`src/rtl/spi_xfer_arbiter.sv`:
```
// spi_xfer_arbiter: round-robin sequencer sharing one SPI transfer engine between NUM_REQ requesters.
// Define SPI_ARB_TIMEOUT_EN to build the WAIT-state watchdog (TIMEOUT_CYCLES); otherwise err is tied low.
module spi_xfer_arbiter #(
    parameter int NUM_REQ        = 4,
    parameter int GAP_CYCLES     = 4,
    parameter int TIMEOUT_CYCLES = 1024
) (
    input  logic                  clk,
    input  logic                  reset,
    input  logic [NUM_REQ-1:0]    req,
    input  logic [NUM_REQ*32-1:0] wdata,
    output logic [NUM_REQ-1:0]    gnt,
    output logic [NUM_REQ-1:0]    ack,
    output logic [31:0]           rdata,
    output logic                  err,
    output logic                  spi_go_n,
    output logic [31:0]           spi_wdata,
    input  logic [31:0]           spi_rdata,
    input  logic                  spi_done
);
    localparam int PTR_W = $clog2(NUM_REQ);

    typedef enum logic [2:0] {IDLE, ARB, LAUNCH, WAIT, DONE, GAP} state_t;

    state_t           state;
    logic [PTR_W-1:0] rr_ptr;
    logic [PTR_W-1:0] sel_idx;
    logic [PTR_W-1:0] cand;
    logic             launch_cnt;
    logic [3:0]       gap_cnt;
    logic             timeout_hit;
    logic [31:0]      wdata_arr [NUM_REQ];

    for (genvar i = 0; i < NUM_REQ; i++) begin : g_slice
        assign wdata_arr[i] = wdata[32*i +: 32];
    end

    // Scan from farthest to nearest so the first asserted req after rr_ptr wins.
    always_comb begin
        sel_idx = rr_ptr;
        cand    = rr_ptr;
        for (int k = NUM_REQ; k >= 1; k--) begin
            cand = PTR_W'((int'(rr_ptr) + k) % NUM_REQ);
            if (req[cand]) sel_idx = cand;
        end
    end

    always_ff @(posedge clk or posedge reset) begin
        if (reset) begin
            state      <= IDLE;
            rr_ptr     <= PTR_W'(NUM_REQ-1);
            gnt        <= '0;
            ack        <= '0;
            rdata      <= '0;
            spi_go_n   <= 1'b1;
            spi_wdata  <= '0;
            launch_cnt <= 1'b0;
            gap_cnt    <= '0;
        end else begin
            ack <= '0;
            case (state)
                IDLE: begin
                    if (|req) state <= ARB;
                end
                ARB: begin
                    if (|req) begin
                        gnt        <= NUM_REQ'(1) << sel_idx;
                        spi_wdata  <= wdata_arr[sel_idx];
                        rr_ptr     <= sel_idx;
                        spi_go_n   <= 1'b0;
                        launch_cnt <= 1'b0;
                        state      <= LAUNCH;
                    end else begin
                        state <= IDLE;
                    end
                end
                LAUNCH: begin
                    if (launch_cnt) begin
                        spi_go_n <= 1'b1;
                        state    <= WAIT;
                    end else begin
                        launch_cnt <= 1'b1;
                    end
                end
                WAIT: begin
                    // spi_done takes priority over a coincident watchdog expiry.
                    if (spi_done) begin
                        rdata <= spi_rdata;
                        ack   <= gnt;
                        state <= DONE;
                    end else if (timeout_hit) begin
                        rdata <= '0;
                        ack   <= gnt;
                        state <= DONE;
                    end
                end
                DONE: begin
                    gnt     <= '0;
                    gap_cnt <= '0;
                    state   <= GAP;
                end
                GAP: begin
                    if (gap_cnt == 4'(GAP_CYCLES-1)) state <= IDLE;
                    else                              gap_cnt <= gap_cnt + 1'b1;
                end
                default: state <= IDLE;
            endcase
        end
    end

`ifdef SPI_ARB_TIMEOUT_EN
    localparam int TO_W = $clog2(TIMEOUT_CYCLES+1);

    logic [TO_W-1:0] wait_cnt;

    assign timeout_hit = (wait_cnt == TO_W'(TIMEOUT_CYCLES-1));

    // Counter is held at zero outside WAIT, so it restarts on every WAIT entry.
    always_ff @(posedge clk or posedge reset) begin
        if (reset) begin
            wait_cnt <= '0;
            err      <= 1'b0;
        end else begin
            if (state != WAIT)                  wait_cnt <= '0;
            else if (!spi_done && !timeout_hit) wait_cnt <= wait_cnt + 1'b1;
            err <= (state == WAIT) && !spi_done && timeout_hit;
        end
    end
`else
    // No watchdog: legal TIMEOUT_CYCLES is at least 1, so WAIT only exits on spi_done.
    assign timeout_hit = (TIMEOUT_CYCLES < 1);
    assign err         = 1'b0;
`endif

endmodule

```
`config.mk`:
```
export PLATFORM = sky130hd
export DESIGN_NAME = spi_xfer_arbiter
export DESIGN_NICKNAME = d
export VERILOG_FILES = /design/src/rtl/spi_xfer_arbiter.sv
export SDC_FILE = /design/constraint.sdc
export NUM_CORES = 1
export LEC_CHECK = 0
export CAP_MARGIN = 20
export CORE_MARGIN = 10
export CORE_UTILIZATION = 40
export CTS_BUF_LIST = sky130_fd_sc_hd__clkbuf_2 sky130_fd_sc_hd__clkbuf_4 sky130_fd_sc_hd__clkbuf_8
export DETAILED_ROUTE_END_ITERATION = 8
export PLACE_DENSITY = 0.91
export SLEW_MARGIN = 10
export SYNTH_ARGS = -nofsm -noshare
export SYNTH_HDL_FRONTEND = slang
export SYNTH_SLANG_ARGS = --single-unit
```
`constraint.sdc`:
```
create_clock -name clk -period 3.8 [get_ports clk]
set_clock_uncertainty 0.2 [all_clocks]
set_input_delay 0.76 -clock clk [delete_from_list [all_inputs] [get_ports clk]]
set_output_delay 0.76 -clock clk [all_outputs]
set_load 0.02 [all_outputs]
```
Yosys cells after proc, flatten, opt, wreduce, memory -nomap -nowiden. Cells that the tools add are included.

Reductions and logical operators: 12. Mux-type cells: 31. Shift operators: 1. $add $sub $neg: 5. Equality and inequality tests: 12. $lt $le $gt $ge: 5. Bitwise operators: 1.

Operators with widths (count): 32-bit binary-select mux with 2-bit select (1); 32-bit two-way mux (2); 3-bit case mux with 6 select lines (1); 4-bit two-way mux (4); 4-bit case mux with 2 select lines (2); 2-bit by 3-bit < comparator with 1-bit output (second input constant) (4); 3-bit two-way mux (4); 2-bit != test (second input constant) (6); 2-bit two-way mux (5); 2-bit AND reduction (5); 1-bit binary-select mux with 2-bit select (4); 3-bit by 2-bit == test with 1-bit output (second input constant) (2); 3-bit == test (second input constant) (2); 1-bit two-way mux (6); 2-bit nonzero test (3); 2-bit by 1-bit adder with 2-bit output (second input constant) (2); 2-bit adder (second input constant) (2); 4-bit by 1-bit adder with 4-bit output (second input constant) (1); 4-bit by 2-bit == test with 1-bit output (second input constant) (1); 1-bit case mux with 2 select lines (2); 4-bit AND reduction (1); 4-bit OR reduction (1); 1-bit by 2-bit << shifter with 4-bit output (first input constant) (1); 3-bit by 1-bit == test with 1-bit output (second input constant) (1); 4 further kinds (4).

Input port bits: 167. Register bits after elaboration: 83. Output and inout port bits: 74.

Logic depth before layout (Yosys ltp). Gate-level depths: netlist (run 1).

Depth in word-level cells: 11. Depth in mapped cells: 8. Depth with buffers taken out: 5.

Worst setup path before layout (run 1). OpenSTA, ideal clock, no wires.

Path kind: input-to-reg. Start point: input port req[3]. End point: register spi_wdata[0]. Stages on the path: 8. Data required time: 3513 ps. Arrival time: 2210 ps. Buffers on the path: 3. Path slack: 1303 ps. Cells stage by stage: nor2b_1 -> o21a_1 -> buf_6 -> or3_4 -> buf_6 -> buf_6 -> o211a_1 -> a211oi_2.

Word-level cells in the longest chain between the ends: 10. Elaborated cells between the ends (all ways): 18. Those cells by class: mux: 15; bitwise: 1; reduce/logical: 2.

RTL lines: start: declaration (RTL line 10) `input logic [NUM_REQ-1:0] req,`; 1-bit binary-select mux with 2-bit select (RTL line 44) `if (req[cand]) sel_idx = cand;`; 1-bit two-way mux (not written as such) (RTL line 44); 2-bit two-way mux (4 in a row) (RTL line 44); 2-bit NOT with 3-bit output (not written as such) (RTL line 68) `spi_wdata <= wdata_arr[sel_idx];`; 32-bit binary-select mux with 2-bit select (RTL line 68); 32-bit two-way mux (not written as such) (2 in a row) (RTL line 68); end signal: assignment (RTL line 68); end: declaration (RTL line 17) `output logic [31:0] spi_wdata,`.

Parallel ways exist; a longest one is shown, timed or not. The select of a mux whose other input is x is not followed. A chain may end at the register's enable or synchronous reset.

Worst setup path in the final report (run 1).
Start point: input port req[2]. End point: register spi_wdata[21].

The elaborated chain is that of the path after synthesis.

==> impl_summary.md, run 1 <==
Global route
Entering global routing, the biggest net connects 61 pins. The layer flagged by global routing as most heavily used is met2. The total routing resource utilization after global routing is 0.204.

For this run the aggregate overflow at the end of global routing stands at 0. The met2 routing resource usage after global routing is 0.340. The global-route wire length before repair is 25900 um. The number of global-route vias before repair is 4834. The met3 track utilization from global routing is 0.0731.

The met1 track utilization from global routing is 0.228. The initial antenna violation count was 0.

Timing
The worst path meets setup with 0.813 ns of slack. The count of endpoints failing hold in the final timing report is 0. The final setup violation count is 0.

At the pin with the least slew margin, the transition time is 0.911 ns. The setup total negative slack is 0 ns. Setup repair after global routing left no endpoint under its margin.

The total count of max-transition violations in the final report is 0. Dividing the final minimum period by the clock period gives 0.786. Counting I/O delays and the setup requirement, the final critical path takes 2.99 ns.

The highest attainable clock frequency is 0.335 GHz. The tightest hold margin is 0.310 ns. The worst pin sits at a relative slew slack of 0.393.

Synth
Sorting the synthesized cells by area gives the leading types as dfrtp_1, mux2_2, o211a_1. The net count of the mapped netlist is 612. The synthesized design spends more area on one cell type than any other, namely dfrtp_1. Counting every instance in the synthesized netlist gives 444. In the synthesized netlist, the cells that appear most often are dfrtp_1, nor2_1, inv_1, a21oi_1, nand2_1. The most common cell in the synthesized netlist is dfrtp_1. The number of distinct library cells after synthesis is 40. The area fraction of the dominant cell type after synthesis is 0.451.

For this run, the register share of the synthesized area comes to 0.469. The number of synthesized flops with an enable pin is 0. The flip-flop and latch count after synthesis is 83. The mapped netlist covers 0.00444 sq mm. Of the total synthesized cell area, the portion taken by AND, OR, NAND and NOR gates is 0.106.

After synthesis, the share of flip-flops with an asynchronous set or reset is 1.00. Of the total synthesized cell area, the portion taken by full adders, half adders and majority gates is 0.00282. Among all flip-flop cells after synthesis, the most frequent one is dfrtp_1. Averaged over all synthesized cells, the footprint is 9.99 sq um.

The mux cell area share after synthesis is 0.0838. The compound-gate portion of the synthesized area is 0.255. During synthesis, Yosys emitted a total of 0 warnings.

The post-synthesis share of cell area spent on xor and xnor gates is 0.00395. The combinational family with the most area after synthesis is compound AO/OA/AOI/OAI gates.

Detailed routing
Once detail routing completed, the nets flagged for antenna violations numbered 0. The ratio of routed vias to standard cells is 5.44. The detailed router's first-iteration violation count is 319. In the routed design, unresolved DRC markers number 0.

Wires add up to 16800 um. The average routed wire per standard cell is 20.6 um. The total number of vias is 4441. The first TritonRoute pass finished after 4 iterations.

Floorplan
Measured along the y axis, the die boundary spans 125 um. The area of the die is 0.0157 sq mm. For this configuration, the core starts out at a cell density of 0.409. The floorplan step defined a core boundary enclosing 0.0108 sq mm. The number of top-level pins is 241. The number of placement rows is 38. The width of the chip is 125 um.

Run
The number of max-capacitance violations reported is 0.

Place
The detailed placer's ending HPWL is 12900 um. Once placement finished, the instance area stood at 0.00697 sq mm. The worst setup slack before clock tree synthesis is 0.466 ns. The congestion estimate from routability-driven global placement came to 0.855. The count of input and output buffers is 239.

Clock network
CTS saw 83 sinks. Clock latency on the worst-skew pair, taken at its later pin, is 0.36 ns. The CTS H-tree depth is 3. The number of clock buffers inserted by TritonCTS is 9. The clock passes through at most 2 buffers. TritonCTS built the clock tree. The clock transition at the registers of the reported paths is 0.09 ns.

The buffers inserted during post-CTS setup optimization is 0. CTS placed an instance of clkbuf_8 at the clock tree root. The number of gates resized after CTS was 0. The number of buffers added to fix hold violations after cts is 0.

Layout
The number of antenna diodes in the final layout is 0. From synthesis to final layout, the design area changed by 62.0%. The area of all placed cells without fillers is 0.00719 sq mm.

After filler insertion, the fill cell instance count of the layout stands at 820. Registers take 0.00208 sq mm. The footprint of the multi-input gates is 0.00203 sq mm. Of the cells placed in the final design, the portion with a size suffix greater than 1 is 0.123. For this run, the post-layout net count is 839.

Power
The leakage power is 3.33 nW. The total power is 5.38 mW. The largest voltage drop on the vdd net is 410 uV. In this run the power density over the cells is 749 mW/mm^2.

Setup path
The critical path class is in -> reg. The required time of the worst setup path is 3.87 ns. Tracing the worst setup path back leads to its startpoint at req[2]. The origin of the critical flop-to-flop path is rr_ptr[0]. The worst setup path is captured at a flip-flop. Of all nets on the critical path, the largest fanout is 20. The startpoint class of the critical path is an input port. The data arrival time of the critical path is 3.06 ns.

Hold path
In this run the most critical hold path is launched from rdata[15]. The min-delay analysis places its worst path in the category reg -> reg.

Outcome
The flow ran to the end, and the final reports show no timing, DRC or antenna violations.
## critical path, cell delays in order
cell	delay, ns
clkdlybuf4s50_1	0.57
or2_2	0.15
a21oi_1	0.11
o21ai_2	0.75
buf_4	0.37
a21oi_1	0.07
a211oi_1	0.26
## power by group
group          leakage (nW)  switching, mW  internal [mW]
Combinational          2.23           1.65           1.45
Sequential            0.979          0.263           1.31
Clock                 0.114          0.320          0.384
Total                  3.33           2.24           3.15
## state kept, by name, summed over array words and instances, names as in the netlist
register    count
launch_cnt      1
spi_wdata      32
rdata          32
ack             4
spi_go_n        1
state           3
rr_ptr          2
gnt             4
gap_cnt         4
## kinds of logic after synthesis
| group | after synthesis |
|---|---|
| DFF | 83 |
| buffers and inverters | 78 |
| adders and majority gates | 1 |
| AOI/OAI and AO/OA | 148 |
| xor gates and xnor gates | 2 |
| and+or+nand+nor | 98 |
| muxes | 33 |
| other | 1 |
## path summary, 6_finish.rpt
check / to / slack, ns / cells past startpoint
min in group asynchronous: spi_wdata[25] / 0.64 / 2
worst max register to register: spi_wdata[21] / 1.15 / 6
worst min-delay path: rdata[15] / 0.31 / 1
worst min register to register: rdata[15] / 0.31 / 1
max in group asynchronous: spi_go_n / 2.04 / 3
worst max-delay path: spi_wdata[21] / 0.81 / 7
## final cells by class
class | instances | share of cell area
clock buffers | 11 | 0.0193
clock inverters | 5 | 0.0110
inverters | 40 | 0.0211
multi-input cells | 283 | 0.283
flip-flops and latches | 83 | 0.289
well taps | 140 | 0.0244
repair buffers | 254 | 0.352
## metrics by stage
stage / cells / utilization
after detailed placement: 800 / 0.643
after CTS: 816 / 0.663
after floorplan: 444 / -
after global routing: 816 / 0.663
after global placement: 800 / 0.643
final: 816 / 0.663
## routing by layer
metal / vias to the layer above / part of all wire
met5: - / 0
met4: 0 / 0.037
met3: 44 / 0.094
met2: 258 / 0.48
met1: 2111 / 0.39
li1: 2028 / -
## placed cells by master, fill, tap and decap left out, types with 13 or more instances in the layout
cell type / n
a211oi_1: 26
a21oi_1: 37
buf_4: 13
clkdlybuf4s50_1: 239
dfrtp_1: 80
inv_1: 39
mux2_2: 33
nand2_1: 37
nor2_1: 43
o211a_1: 32
o31ai_1: 32
(Power assumes the default switching activity.)
==> inputs of run 2 (changes only) <==
clock period = 3.1 ns   (was 3.8 ns; I/O delays follow)
==> run 2 against run 1 <==
Net effect:
- cell count is 0.37% higher
- total power is 23% higher
- largest power group unchanged
- die area stayed put
- sequential share of layout area is 0.20 points lower
- critical endpoint is now spi_wdata[17]
- global-route usage is 0.14 points lower
- largest cell class unchanged
==> impl_summary.md, run 2 (synthesis gave the netlist of run 1 again) <==
Outcome
The run finished with clean final reports.

Run
The tool flagged a number of max-cap violations equal to 0.

Layout
Of the cells placed in the final design, the portion with a size suffix greater than 1 is 0.127. Leaving out filler cells and counting taps, the final layout contains 819. The leading cell type in the layout, fill and taps excluded is clkdlybuf4s50_1. After routing the design area is 0.00724 sq mm. The net count of the finished layout is 842. The count of inserted antenna diode cells is 0.

The largest registers in the layout are rdata x32, spi_wdata x32. In the layout the commonest cells are clkdlybuf4s50_1, dfrtp_1, nor2_1. For this run, the share of the core covered by cells in the final layout is 0.668. The area growth from synthesis to final layout is 63.1%.

Clock network
The insertion delay of the later-clocked pin in the worst-skew pair is 0.33 ns. CTS built an H-tree with a depth of 3. TritonCTS built the clock tree. The buffers inserted during post-CTS setup optimization is 0.

Clock tree synthesis found a total of 83 sinks. The number of clock buffers added by TritonCTS is 9. The post-cts sizing count is 0. The clock tree root driver cell is clkbuf_8. The number of hold buffers added after CTS was 0.

The maximum buffer depth of the clock tree is 2. The clock transition at the registers of the reported paths is 0.09 ns.

Timing
Final hold analysis gives a worst-case slack of 0.306 ns. The count of endpoints failing hold in the final timing report is 0. Setup violations remaining at the end of the flow were counted as 0.

Of the available clock period, the critical path in the final layout requires 0.854. Once routing completed, OpenROAD measured the worst setup slack at 0.454 ns. The total count of max-transition violations in the final report was 0.

After layout, the minimum clock period comes to 2.65 ns. The slew at the pin closest to its max-slew limit is 0.665 ns. Setup repair after global routing left no endpoint under its margin. Based on the critical path, the design can be clocked at up to 0.378 GHz. Headroom to the max-slew limit came out at 0.556. The setup total negative slack is 0 ns.

Detailed routing
The ratio of routed vias to standard cells is 5.40. For this block, the routed nets add up to 16500 um of wire. The remaining number of nets flagged by the antenna check after routing is 0. The iteration count of the initial detailed-routing pass is 5.

After detailed routing, the number of remaining DRC violations is 0. The total number of vias is 4425. The detailed router's first-iteration violation count is 311. Dividing the detail-routed wire length by the instance count gives 20.2 um.

Setup path
In this run the worst setup path begins at req[0]. The data arrival time of the critical path is 2.67 ns. Data on the critical path is required at its endpoint by 3.13 ns. The capturing element of the worst setup path is spi_wdata[17]. The worst setup path is of the in -> reg kind.

In this run the critical register-to-register path is captured at spi_wdata[17]. The startpoint class of the critical path is an input port. The logic depth of the worst register-to-register path is 6. The critical path capture point type is a flip-flop. The origin of the critical flop-to-flop path is rr_ptr[0]. In this run the worst path has a maximum fanout of 30. The reg-to-reg setup timing slack is 0.77 ns.

Floorplan
For this design the top-level I/O count stands at 241. From left edge to right edge, the die measures 125 um. For this configuration, the core starts out at a cell density of 0.409. The number of placement rows is 38. The die covers 0.0157 sq mm. The vertical die dimension is 125 um. The core region is 0.0108 sq mm.

Global route
The number of global-route vias before repair is 4879. The initial antenna violation count came to 0. The total overflow left after global routing is 0.

The largest net degree at the start of global routing is 44. The total routing resource utilization after global routing is 0.203. The first global-routing pass estimated 26100 um of wire.

Place
The number of placed cells counting well taps is 803. The worst setup slack before clock tree synthesis is 0.140 ns. The placed instances occupy a cell area of 0.00704 sq mm. The final weighted congestion of routability-driven global placement is 0.820. The count of input and output buffers is 239. The detailed placer's ending HPWL is 12900 um.

Hold path
The path class of the lowest-slack min-delay path is reg -> reg. The worst hold path cell count is 1.

Power
Across the VDD grid, the largest voltage drop is 466 uV. In this run the power density over the cells is 912 mW/mm^2. The leakage power is 3.35 nW. The total power is 6.60 mW.
==> run 2: cell count changes in the layout (fill, tap and decap cells not counted), sizes merged <==
| cell | previous run | this run |
|---|---|---|
| clkinv | 4 | 3 |
| buf | 15 | 18 |
| bufinv | 2 | 1 |
| clkbuf | 11 | 13 |
==> run 2: metal layers <==
metal	vias up	GRT usage	wire length [um]
met5	-	0	0
met2	245	0.341	8090
li1	2040	-	-
met3	26	0.0722	1590
met1	2114	0.233	6490
met4	0	0.0745	353
==> run 2: worst min-delay path by stage <==
| stage | from | to | slack (ns) |
|---|---|---|---|
| 2_1_floorplan | rr_ptr[0] | rr_ptr[0] | 0.27 |
| 3_3_place_gp | rr_ptr[0] | rr_ptr[0] | 0.28 |
| 3_5_place_dp | rdata[13] | rdata[13] | 0.29 |
| 4_1_cts | rdata[13] | rdata[13] | 0.31 |
| 5_1_grt | rdata[8] | rdata[8] | 0.31 |
| 6_report | rdata[13] | rdata[13] | 0.31 |
==> run 2: critical path, cell delays in order <==
cell and delay (ns):
clkdlybuf4s50_1 0.59, nor2b_1 0.07, o21a_1 0.19, or3_4 0.46, buf_12 0.19, o211a_1 0.22, a211oi_1 0.31
==> run 2: final cells by class <==
class | count | area [sq um]
clock buffer | 13 | 154
sequential | 83 | 2080
inverter | 40 | 151
clock inverter | 3 | 40.0
multi-input combinational | 283 | 2030
tap | 140 | 175
timing repair buffer | 257 | 2600
fill | 822 | 3600
==> run 2: report_power, final <==
part           switching, mW  internal (mW)  leakage, nW
clock network          0.373          0.407        0.105
logic                   2.04           1.85         2.26
registers              0.322           1.61        0.979
==> inputs of run 3 (changes only) <==
REMOVE_ABC_BUFFERS = 1   (was unset)
==> run 3 against run 2 <==
Net effect:
- cell count is 0.12% lower
- die area stayed put
- sequential share of layout area hardly changed
- cell area hardly changed
- combinational power hardly changed
- critical path depth is 1 lower
- global-route usage is 0.36 points higher
- largest cell class unchanged
==> impl_summary.md, run 3 (synthesis gave the netlist of run 1 again) <==
Outcome
The flow ran to the end, and the final reports show no timing, DRC or antenna violations.

Clock network
The number of clock sinks is 83. TritonCTS built the clock tree. The H-tree generated during clock tree synthesis spans 3 levels. The insertion delay of the later-clocked pin in the worst-skew pair is 0.35 ns. The clock transition at the registers of the reported paths is 0.09 ns. In this run, post-CTS repair resized a total of 0 instances. Counting the buffers created by CTS gives 9. The maximum buffer depth of the clock tree is 2.

The buffers inserted during post-CTS setup optimization is 0. In this run the clock root is driven by a clkbuf_8. The number of buffers added to fix hold violations after cts is 0.

Power
Power comes to 6.70 mW. Dividing total power by cell area gives a power density of 926 mW/mm^2. The leakage power is 3.34 nW.

IR analysis of the VDD net gives a maximum drop of 522 uV.

Floorplan
After floorplanning, the core was sized to cover 0.0108 sq mm. The number of top-level pins is 241. The initial utilization of the core area, before any placement, comes to 0.409.

The vertical die dimension is 125 um. The number of placement rows is 38. The die covers 0.0157 sq mm. The die is 125 um wide.

Setup path
Data on the critical path arrives at its endpoint at 2.75 ns. The critical path capture point type is a flip-flop. STA classifies the critical path startpoint as an input port.

The top fanout value on the critical path is 34. The required time of the worst setup path is 3.15 ns. The critical path class is in -> reg.

Place
Summed over all nets, the half-perimeter wirelength after detailed placement is 12900 um. The final weighted congestion of routability-driven global placement is 0.825. The count of input and output buffers is 239.

Timing
On the final layout, the worst hold slack is 0.312 ns. The count of endpoints failing hold in the final timing report is 0. Derived from the worst setup path, the maximum achievable clock frequency is 0.370 GHz. The setup total negative slack is 0 ns. Setup repair after global routing left no endpoint under its margin. The smallest clock period supported by the final layout is computed as 2.70 ns. In the finished design, the share of the clock period the worst path needs comes to 0.872. The final setup violation count is 0. The worst pin sits at a relative slew slack of 0.314. The total count of max-transition violations in the final report is 0. At the pin with the least slew margin, the transition time is 1.02 ns.

Detailed routing
The iteration count of the initial detailed-routing pass is 4. The average routed wire per standard cell is 20.8 um. Detailed routing inserted a total of 4491 vias. The number of remaining DRC errors is 0. The ratio of routed vias to standard cells is 5.49.

The count of nets left with antenna violations once routing finished came out at 0. The final layout contains routed wiring with a total length of 17000 um. The detailed router's first-iteration violation count is 266.

Global route
For this run, the total global-route usage over all layers was measured as 0.207. Entering global routing, the biggest net connects 84 pins. The total overflow left after global routing is 0. The initial antenna violation count is 0.

The global-route wire length before repair is 26500 um. The number of global-route vias before repair came to 4933.

Layout
Leaving out fill and tap cells, the most frequent cells in the layout are clkdlybuf4s50_1, dfrtp_1, nor2_1. The area growth from synthesis to final layout is 63.2%. The number of nets in the finished design is 841. The count of inserted antenna diode cells is 0.

The leading cell type in the layout, fill and taps excluded is clkdlybuf4s50_1. In the final layout, the share of cells above drive strength 1 is 0.125. The largest registers in the layout are rdata x32, spi_wdata x32.

Run
Across the run, the number of max-cap violations was 0.

Hold path
The min-delay analysis places its worst path in the category reg -> reg.
-- run 3: routing by layer --
layer	up-vias	GRT usage	share of wire
li1	2039	-	-
met1	2156	0.236	0.40
met2	265	0.342	0.48
met3	31	0.0782	0.093
met4	0	0.0833	0.025
met5	-	0	0
-- run 3: through the flow --
stage	area, sq um	utilization	setup slack, ns	instances
2_1_floorplan	4240	-	-0.960	406
3_3_place_gp	7020	0.648	0.136	802
5_1_grt	7240	0.668	0.218	818
3_5_place_dp	7020	0.648	0.0811	802
6_report	7240	0.668	0.397	818
4_1_cts	7240	0.668	0.457	818
-- run 3: critical path: stages --
cell	delay, ns
clkdlybuf4s50_1	0.58
or2_2	0.15
a21oi_1	0.14
o21ai_4	0.85
a21oi_1	0.10
a211oi_1	0.30
-- run 3: worst paths after layout --
path,startpoint,endpoint,slack (ns),cells after the start
min,rdata[18],rdata[18],0.31,1
min in group asynchronous,reset,rdata[25],0.50,3
max reg2reg,rr_ptr[0],spi_wdata[22],0.61,5
max in group asynchronous,reset,spi_go_n,1.82,3
min reg2reg,rdata[18],rdata[18],0.31,1
max,req[2],spi_wdata[22],0.40,6
-- run 3: power breakdown --
| group | total (mW) | switching, mW | internal, mW | leakage (nW) |
|---|---|---|---|---|
| logic | 3.90 | 2.08 | 1.82 | 2.25 |
| clock network | 0.870 | 0.411 | 0.460 | 0.110 |
| registers | 1.93 | 0.325 | 1.61 | 0.979 |
| total | 6.70 | 2.81 | 3.89 | 3.34 |
-- run 3: area by class of cell --
type | count | area [sq um]
clock buffers | 9 | 124
clock inverters | 7 | 98.8
fillers | 809 | 3600
inverters | 40 | 151
multi-input cells | 283 | 2040
flip-flops and latches | 83 | 2080
well taps | 140 | 175
repair buffers | 256 | 2570
